**src/rtl/btn_pkg.sv**
```systemverilog
// Shared constants and helpers for the button input bank: default clocking,
// debounce/repeat tick counts, prescaler divide helper and board button map.
package btn_pkg;

   localparam int DEFAULT_CLKIN_FREQ     = 27_000_000;
   localparam int DEFAULT_TICK_HZ        = 10_000;
   localparam int DEFAULT_DEBOUNCE_TICKS = 10;
   localparam int DEFAULT_HOLD_TICKS     = 5000;
   localparam int DEFAULT_REPEAT_TICKS   = 1000;

   // Board button map, channel index into the bank vectors
   localparam int BTN_CH_UP    = 0;
   localparam int BTN_CH_DOWN  = 1;
   localparam int BTN_CH_LEFT  = 2;
   localparam int BTN_CH_RIGHT = 3;

   // Clock cycles per sample tick, never below one so the prescaler always wraps
   function automatic int tickDiv(input int clkinFreq, input int tickHz);
      int div;
      div = (tickHz > 0) ? (clkinFreq / tickHz) : 1;
      return (div < 1) ? 1 : div;
   endfunction

endpackage

```
**src/rtl/btn_channel.sv**
```systemverilog
// One debounced input channel: synchronizer, stable-tick counter, level and
// press/release pulse registers; auto-repeat hold counter under BTN_AUTOREPEAT_EN.
module btn_channel
   import btn_pkg::*;
#(
   parameter logic IDLE_LEVEL     = 1'b1,
   parameter int   DEBOUNCE_TICKS = DEFAULT_DEBOUNCE_TICKS
`ifdef BTN_AUTOREPEAT_EN
   ,
   parameter int   HOLD_TICKS     = DEFAULT_HOLD_TICKS,
   parameter int   REPEAT_TICKS   = DEFAULT_REPEAT_TICKS
`endif
) (
   input  logic clk,
   input  logic reset,
   input  logic tick,
   input  logic noisyIn,
   output logic debounceOut,
   output logic pressPulse,
   output logic releasePulse
);

   localparam int CW = $clog2(DEBOUNCE_TICKS + 1);

   logic          syncA;
   logic          syncB;
   logic          syncPressed;
   logic [CW-1:0] stableCnt;
   logic          accept;
   logic          repeatFire;

   // Two-flop synchronizer, parked at the idle level so reset never looks like a press
   always_ff @(posedge clk) begin
      if (reset) begin
         syncA <= IDLE_LEVEL;
         syncB <= IDLE_LEVEL;
      end else begin
         syncA <= noisyIn;
         syncB <= syncA;
      end
   end

   assign syncPressed = syncB ^ IDLE_LEVEL;
   assign accept      = tick && (syncPressed != debounceOut)
                        && (stableCnt == CW'(DEBOUNCE_TICKS - 1));

   // Any sample back at the current level restarts the count; acceptance flips the level
   always_ff @(posedge clk) begin
      if (reset) begin
         stableCnt    <= '0;
         debounceOut  <= 1'b0;
         pressPulse   <= 1'b0;
         releasePulse <= 1'b0;
      end else begin
         pressPulse   <= (accept && !debounceOut) || repeatFire;
         releasePulse <= accept && debounceOut;
         if (syncPressed == debounceOut) begin
            stableCnt <= '0;
         end else if (accept) begin
            stableCnt   <= '0;
            debounceOut <= ~debounceOut;
         end else if (tick) begin
            stableCnt <= stableCnt + CW'(1);
         end
      end
   end

`ifdef BTN_AUTOREPEAT_EN
   localparam int HMAX = (HOLD_TICKS > REPEAT_TICKS) ? HOLD_TICKS : REPEAT_TICKS;
   localparam int HW   = $clog2(HMAX + 1);

   logic [HW-1:0] holdCnt;
   logic          repeating;

   // First repeat waits HOLD_TICKS, later ones REPEAT_TICKS; a release acceptance wins
   assign repeatFire = tick && debounceOut && !accept &&
                       (repeating ? (holdCnt == HW'(REPEAT_TICKS - 1))
                                  : (holdCnt == HW'(HOLD_TICKS - 1)));

   always_ff @(posedge clk) begin
      if (reset || !debounceOut || accept) begin
         holdCnt   <= '0;
         repeating <= 1'b0;
      end else if (tick) begin
         if (repeatFire) begin
            holdCnt   <= '0;
            repeating <= 1'b1;
         end else begin
            holdCnt <= holdCnt + HW'(1);
         end
      end
   end
`else
   assign repeatFire = 1'b0;
`endif

endmodule

```
**src/rtl/btn_input_bank.sv**
```systemverilog
// Bank of debounced button inputs sharing one sample-tick prescaler.
// Define BTN_AUTOREPEAT_EN to add hold-to-repeat press pulses.
module btn_input_bank
   import btn_pkg::*;
#(
   parameter int                    CLKIN_FREQ     = DEFAULT_CLKIN_FREQ,
   parameter int                    TICK_HZ        = DEFAULT_TICK_HZ,
   parameter int                    NUM_CHANNELS   = 4,
   parameter logic [NUM_CHANNELS-1:0] IDLE_MASK    = '1,
   parameter int                    DEBOUNCE_TICKS = DEFAULT_DEBOUNCE_TICKS,
   parameter int                    HOLD_TICKS     = DEFAULT_HOLD_TICKS,
   parameter int                    REPEAT_TICKS   = DEFAULT_REPEAT_TICKS
) (
   input  logic                    clk,
   input  logic                    reset,
   input  logic [NUM_CHANNELS-1:0] noisyIn,
   output logic [NUM_CHANNELS-1:0] debounceOut,
   output logic [NUM_CHANNELS-1:0] pressPulse,
   output logic [NUM_CHANNELS-1:0] releasePulse,
   output logic                    anyPressed
);

   localparam int TICK_DIV = tickDiv(CLKIN_FREQ, TICK_HZ);
   localparam int PW       = $clog2(TICK_DIV + 1);

   logic [PW-1:0] prescale;
   logic          tick;

   assign tick = (prescale == PW'(TICK_DIV - 1));

   // Free-running prescaler shared by every channel
   always_ff @(posedge clk) begin
      if (reset || tick) begin
         prescale <= '0;
      end else begin
         prescale <= prescale + PW'(1);
      end
   end

   for (genvar i = 0; i < NUM_CHANNELS; i++) begin : gChannel
      btn_channel #(
         .IDLE_LEVEL    (IDLE_MASK[i]),
         .DEBOUNCE_TICKS(DEBOUNCE_TICKS)
`ifdef BTN_AUTOREPEAT_EN
         ,
         .HOLD_TICKS    (HOLD_TICKS),
         .REPEAT_TICKS  (REPEAT_TICKS)
`endif
      ) uChannel (
         .clk         (clk),
         .reset       (reset),
         .tick        (tick),
         .noisyIn     (noisyIn[i]),
         .debounceOut (debounceOut[i]),
         .pressPulse  (pressPulse[i]),
         .releasePulse(releasePulse[i])
      );
   end

   always_ff @(posedge clk) begin
      if (reset) begin
         anyPressed <= 1'b0;
      end else begin
         anyPressed <= |debounceOut;
      end
   end

endmodule

```
**config.mk**
```make
export PLATFORM = sky130hd
export DESIGN_NAME = btn_input_bank
export DESIGN_NICKNAME = d
export VERILOG_FILES = /design/src/rtl/btn_pkg.sv /design/src/rtl/btn_channel.sv /design/src/rtl/btn_input_bank.sv
export SDC_FILE = /design/constraint.sdc
export NUM_CORES = 1
export LEC_CHECK = 0
export BUFFER_PORTS_ARGS = -buffer_cell sky130_fd_sc_hd__buf_2
export CAP_MARGIN = 10
export CORE_ASPECT_RATIO = 0.75
export CORE_MARGIN = 2
export CORE_UTILIZATION = 58
export CTS_BUF_LIST = sky130_fd_sc_hd__clkbuf_8 sky130_fd_sc_hd__clkbuf_16
export DETAILED_ROUTE_END_ITERATION = 8
export PLACE_DENSITY = 0.78
export REMOVE_ABC_BUFFERS = 1
export SYNTH_ARGS = -nofsm -noshare
export SYNTH_HDL_FRONTEND = slang
export SYNTH_SLANG_ARGS = --single-unit
```
**constraint.sdc**
```tcl
create_clock -name clk -period 3.25 [get_ports clk]
set_clock_uncertainty 0.1 [all_clocks]
set_input_delay 0.1625 -clock clk [delete_from_list [all_inputs] [get_ports clk]]
set_output_delay 0.1625 -clock clk [all_outputs]
set_load 0.005 [all_outputs]
```
Yosys cells after proc, flatten, opt, wreduce, memory -nomap -nowiden
Index checks and enable logic that the tools add are counted. W data, S select, Z words.

$add $sub $neg: 5. Reduce and logical (&&, ||, !) cells: 30. Equality and inequality tests: 13. Bitwise logic cells: 12.

Operators with widths (count): $add A4 B1 Y4 const B (4); $eq A4 B4 Y1 const B (4); $logic_and A1 B1 Y1 (16); $add A12 B1 Y12 const B (1); $eq A12 B12 Y1 const B (1); $not A1 Y1 (12); $reduce_or A3 Y1 (4); $reduce_and A2 Y1 (4); $eq A1 B1 Y1 (4); $logic_not A1 Y1 (4); $ne A1 B1 Y1 (4); $reduce_or A4 Y1 (1); $logic_or A1 B1 Y1 (1).

Input port bits: 6. Output and inout port bits: 13. Register bits after elaboration: 49.

Longest topological paths before layout
Word-level depth: 5. Mapped depth: 7. Depth with buffers taken out: 5.

Hierarchy
From an unflattened synthesis, not the netlist that was laid out.

Cells, all modules: 199. Area, all modules: 2062.0 sq um.

Modules (own cells, without submodules): btn_channel (instances 4, sequential area each 180.2 sq um, cells an instance 34, area an instance 365.4 sq um); btn_input_bank (instances 1, sequential area each 260.2 sq um, cells an instance 63, area an instance 600.6 sq um).

Least setup slack after synthesis
OpenSTA, ideal clock, no wires.

Path type: reg2reg. From: register prescale[2]. To: register gChannel[3].uChannel.debounceOut. Clock period less this slack: 2.437 ns. Setup time: 0.121 ns. Slack: 0.813 ns. Buffers on the path: 1. Required time: 3.029 ns. Cell stages (with the launch flop): 6. Data arrival time: 2.216 ns. Cell sequence: dfxtp_1 -> or4b_1 -> clkbuf_2 -> or3_4 -> or4_4 -> mux2_4.

Longest elaborated chain between the ends: 4.

Ends and longest elaborated chain: start, declared (line btn_input_bank.sv:26) `logic [PW-1:0] prescale;`; start signal, assigned (line btn_input_bank.sv:36) `prescale <= prescale + PW'(1);`; $eq A12 B12 Y1 (line btn_input_bank.sv:29) `assign tick = (prescale == PW'(TICK_DIV - 1));`; $logic_and A1 B1 Y1 (line btn_channel.sv:44) `assign accept = tick && (syncPressed != debounceOut)`; $logic_and A1 B1 Y1 (line btn_channel.sv:45) `&& (stableCnt == CW'(DEBOUNCE_TICKS - 1));`; $reduce_and A2 Y1 (no source line); end signal, assigned (line btn_channel.sv:61) `debounceOut <= ~debounceOut;`; end, declared (line btn_channel.sv:18) `output logic debounceOut,`.

No other way between the ends. A chain may end at the register's enable or synchronous reset.

Worst setup path in the final report
From: register prescale[2]. To: register gChannel[3].uChannel.stableCnt[1].

Longest elaborated chain between the ends: 4.

Ends and longest elaborated chain: $eq A12 B12 Y1 (*) (line btn_input_bank.sv:29); $logic_and A1 B1 Y1 (line btn_channel.sv:44); $logic_and A1 B1 Y1 (line btn_channel.sv:45); $reduce_or A3 Y1 (no source line); end signal, assigned (line btn_channel.sv:63) `stableCnt <= stableCnt + CW'(1);`; end, declared (line btn_channel.sv:28) `logic [CW-1:0] stableCnt;`.

Mark *: on every way between the ends. The rest lies on a longest branch, timed or not.

==> summary.md <==
| Metric | Value |
|---|---|
| Setup TNS | `0 ns` |
| Worst EP arrival | `2.71 ns` |
| Final Cycle Share | `81.6%` |
| Post-synth top cells | `dfxtp_1, nor2_1, xnor2_1` |
| Final Hold Vio Count | `0` |
| CTS tree | `yes` |
| Cell Chain, Critical Path | `or4b_1 > or3_4 > o311ai_0 > a211oi_1` |
| Clk pin slew, worst setup/hold paths | `0.08 ns` |
| Mapped Cells | `224` |
| CTS buffer count | `5` |
| Starting Density | `62.1%` |
| Clock Latency Late Sink | `0.31 ns` |
| PD cells | `455 mW/mm^2` |
| Routed via count | `1463` |
| Area Overhead vs Synth | `7.98%` |
| Fin cells | `275` |
| Post-CTS sizing | `0` |
| DRC | `0` |
| Final design utilization | `67.1%` |
| Via density | `5.32` |
| Crit path largest cell delay | `0.72 ns` |
| Post-DRT Antenna Nets | `0` |
| Crit. End Element | `flop` |
| Die height | `55.9 um` |
| Footprint of the multi-input gates | `940 um^2` |
| CTS max path bufs | `2` |
| Post-synth EDFFs | `0` |
| Final Total Pwr | `1.02 mW` |
| Fmax | `377 MHz` |
| Inst Count DP | `263` |
| Synth area leaders | `dfxtp_1, xnor2_1, ha_1, nor2_1, buf_4` |
| Die width | `73.2 um` |
| First-pass GRT wire length | `5690 um` |
| # fillers | `262` |
| Setup CP Type | `flop to flop` |
| Syn_area_per_cell | `9.31 um^2` |
| Leak pwr | `0.803 nW` |
| Max-slew headroom | `48.2%` |
| Max Cap Viol | `0` |
| Initial antenna violation count | `0` |
| FP Rows | `18` |
| Max FO, Critical Path | `24` |
| Vias in the first global route | `1351` |
| Slowest-stage cell, CP | `o311ai_0` |
| Worst-Margin Slew | `0.768 ns` |
| Main flop type after synthesis | `dfxtp_1` |
| Min Hold Slack | `0.136 ns` |
| Largest net degree at the start of global routing | `25` |
| Maximum VDD drop | `0.000354 V` |
| Synth top area share | `47.1%` |
| 1st-pass router iterations | `4` |
| GPL Wtd Cong | `0.822` |
| Most numerous cell in the Yosys netlist | `dfxtp_1` |
| Worst path required time | `3.31 ns` |
| CP top delay family | `simple AND/OR/NAND/NOR gates` |
| Setup violators final | `0` |
| Hold Crit Class | `input pin to flop` |
| Mapped cell area | `0.00208 mm^2` |
| Share of cells above drive strength 1 | `17.4%` |
| Synth Register Bits | `49` |
| Worst setup margin | `0.599 ns` |
| Yosys cell types | `30` |
| Sw Ratio | `20.6%` |
| Final worst path period need | `2.65 ns` |
| Core region area | `0.00336 mm^2` |
| Reg power frac | `59.8%` |
| Int Power | `0.813 mW` |
| WL/cell | `12.3 um` |
| Total number of H-tree levels | `2` |
| Routed wire length | `3380 um` |
| Input/output buffers | `18` |
| IO Count | `19` |
| Final Instance Area | `0.00225 mm^2` |
| Post-synthesis sequential area ratio | `47.1%` |
| Clk sinks | `49` |
| RSZ-0062 raised after global routing | `no` |
| Die area | `0.00409 mm^2` |
| Combinational cell fraction of total power | `2.6%` |
| Global route overflow | `0` |
| Diode count | `0` |
| Max-slew violation count | `0` |
| Pre-CTS setup slack | `0.627 ns` |
| Detailed Place HPWL | `2370 um` |
| Startpoint types | `flop` |
| Initial DRC count | `67` |
| Syn. warnings | `0` |
| Switching pwr | `0.211 mW` |
| Status | `finished, final reports clean` |
| Total GRT Usage | `18.0%` |
| Clock network power share | `37.6%` |
| Root Driver | `clkbuf_8` |
| Placed cell areas | `0.00211 mm^2` |
| Largest area contributor in the netlist | `dfxtp_1` |
| Reg area | `981 um^2` |
| Synth async-reset ratio | `0%` |
| CP bufs+invs | `0` |
| Fin nets | `249` |
[power groups by stage]
stage / logic [mW] / registers, mW / clock network [mW]
detailed placement: 0.0232 / 0.626 / 0
floorplan: 0.0139 / 0.625 / 0
finish: 0.0268 / 0.612 / 0.385
CTS: 0.0270 / 0.612 / 0.396
global placement: 0.0227 / 0.626 / 0
global route: 0.0301 / 0.613 / 0.423
[layer usage]
layer	up-vias	GRT usage (%)	wire length (um)
li1	775	-	-
met1	661	23.4	1780
met2	19	26.5	1420
met3	8	4.89	104
met4	0	10.8	72
met5	-	0	0
[state kept, by name, summed over array words and instances (netlist names)]
| name | count |
|---|---|
| prescale | 12 |
| gChannel.uChannel.debounceOut | 4 |
| gChannel.uChannel.syncB | 4 |
| anyPressed | 1 |
| gChannel.uChannel.releasePulse | 4 |
| gChannel.uChannel.syncA | 4 |
| gChannel.uChannel.stableCnt | 16 |
| gChannel.uChannel.pressPulse | 4 |
[cell type report]
class,instances,share of cell area (%)
clock inverter,1,0.222
inverter,11,1.83
sequential,49,43.6
tap,40,2.22
clock buffer,7,4.28
multi-input combinational,144,41.7
timing repair buffer,23,6.11
[worst register-to-register path, stage by stage, from the launching register on]
cell	delay, ns
dfxtp_1	0.36
or4b_1	0.65
or3_4	0.55
o311ai_0	0.72
a211oi_1	0.12
[what timing repair did]
item                                   CTS  global route
hold buffers                             4             0
endpoints found under the hold margin    4             0
setup buffers                            0             0
[kinds of logic after synthesis]
logic type,count (synthesis),share of synthesized area (%)
XOR/XNOR,21,8.82
AND/OR/NAND/NOR,89,23.3
buffers and inverters,31,7.86
adder cells (fa/ha/maj),9,5.40
flip-flops,49,47.1
multiplexers,1,0.720
AO/OA/AOI/OAI,24,6.78
[layout by cell type (no fill, tap or decap), drive strengths merged, types with 3 or more instances in the layout]
cell type	n
a211oi	4
a21oi	8
buf	19
clkbuf	7
dfxtp	49
dlygate4sd3	4
ha	9
inv	11
nand2	6
nand3	7
nand4	4
nand4b	3
nor2	25
nor3	8
nor3b	4
nor4	7
o211ai	3
o21ai	8
or2	11
or3	10
xnor2	19
[path summary, 6_finish.rpt]
| check | from | endpoint | slack [ns] | cells after the start |
|---|---|---|---|---|
| setup / recovery | prescale[2]$_SDFF_PP0_ | gChannel[3].uChannel.stableCnt[1]$_SDFFE_PP0N_ | 0.60 | 4 |
| hold / removal | reset | anyPressed$_SDFF_PP0_ | 0.14 | 2 |
| setup reg to reg | prescale[2]$_SDFF_PP0_ | gChannel[3].uChannel.stableCnt[1]$_SDFFE_PP0N_ | 0.60 | 4 |
| hold reg to reg | gChannel[0].uChannel.syncA$_SDFF_PP1_ | gChannel[0].uChannel.syncB$_SDFF_PP1_ | 0.31 | 1 |
Power figures use the tool's default switching activity.
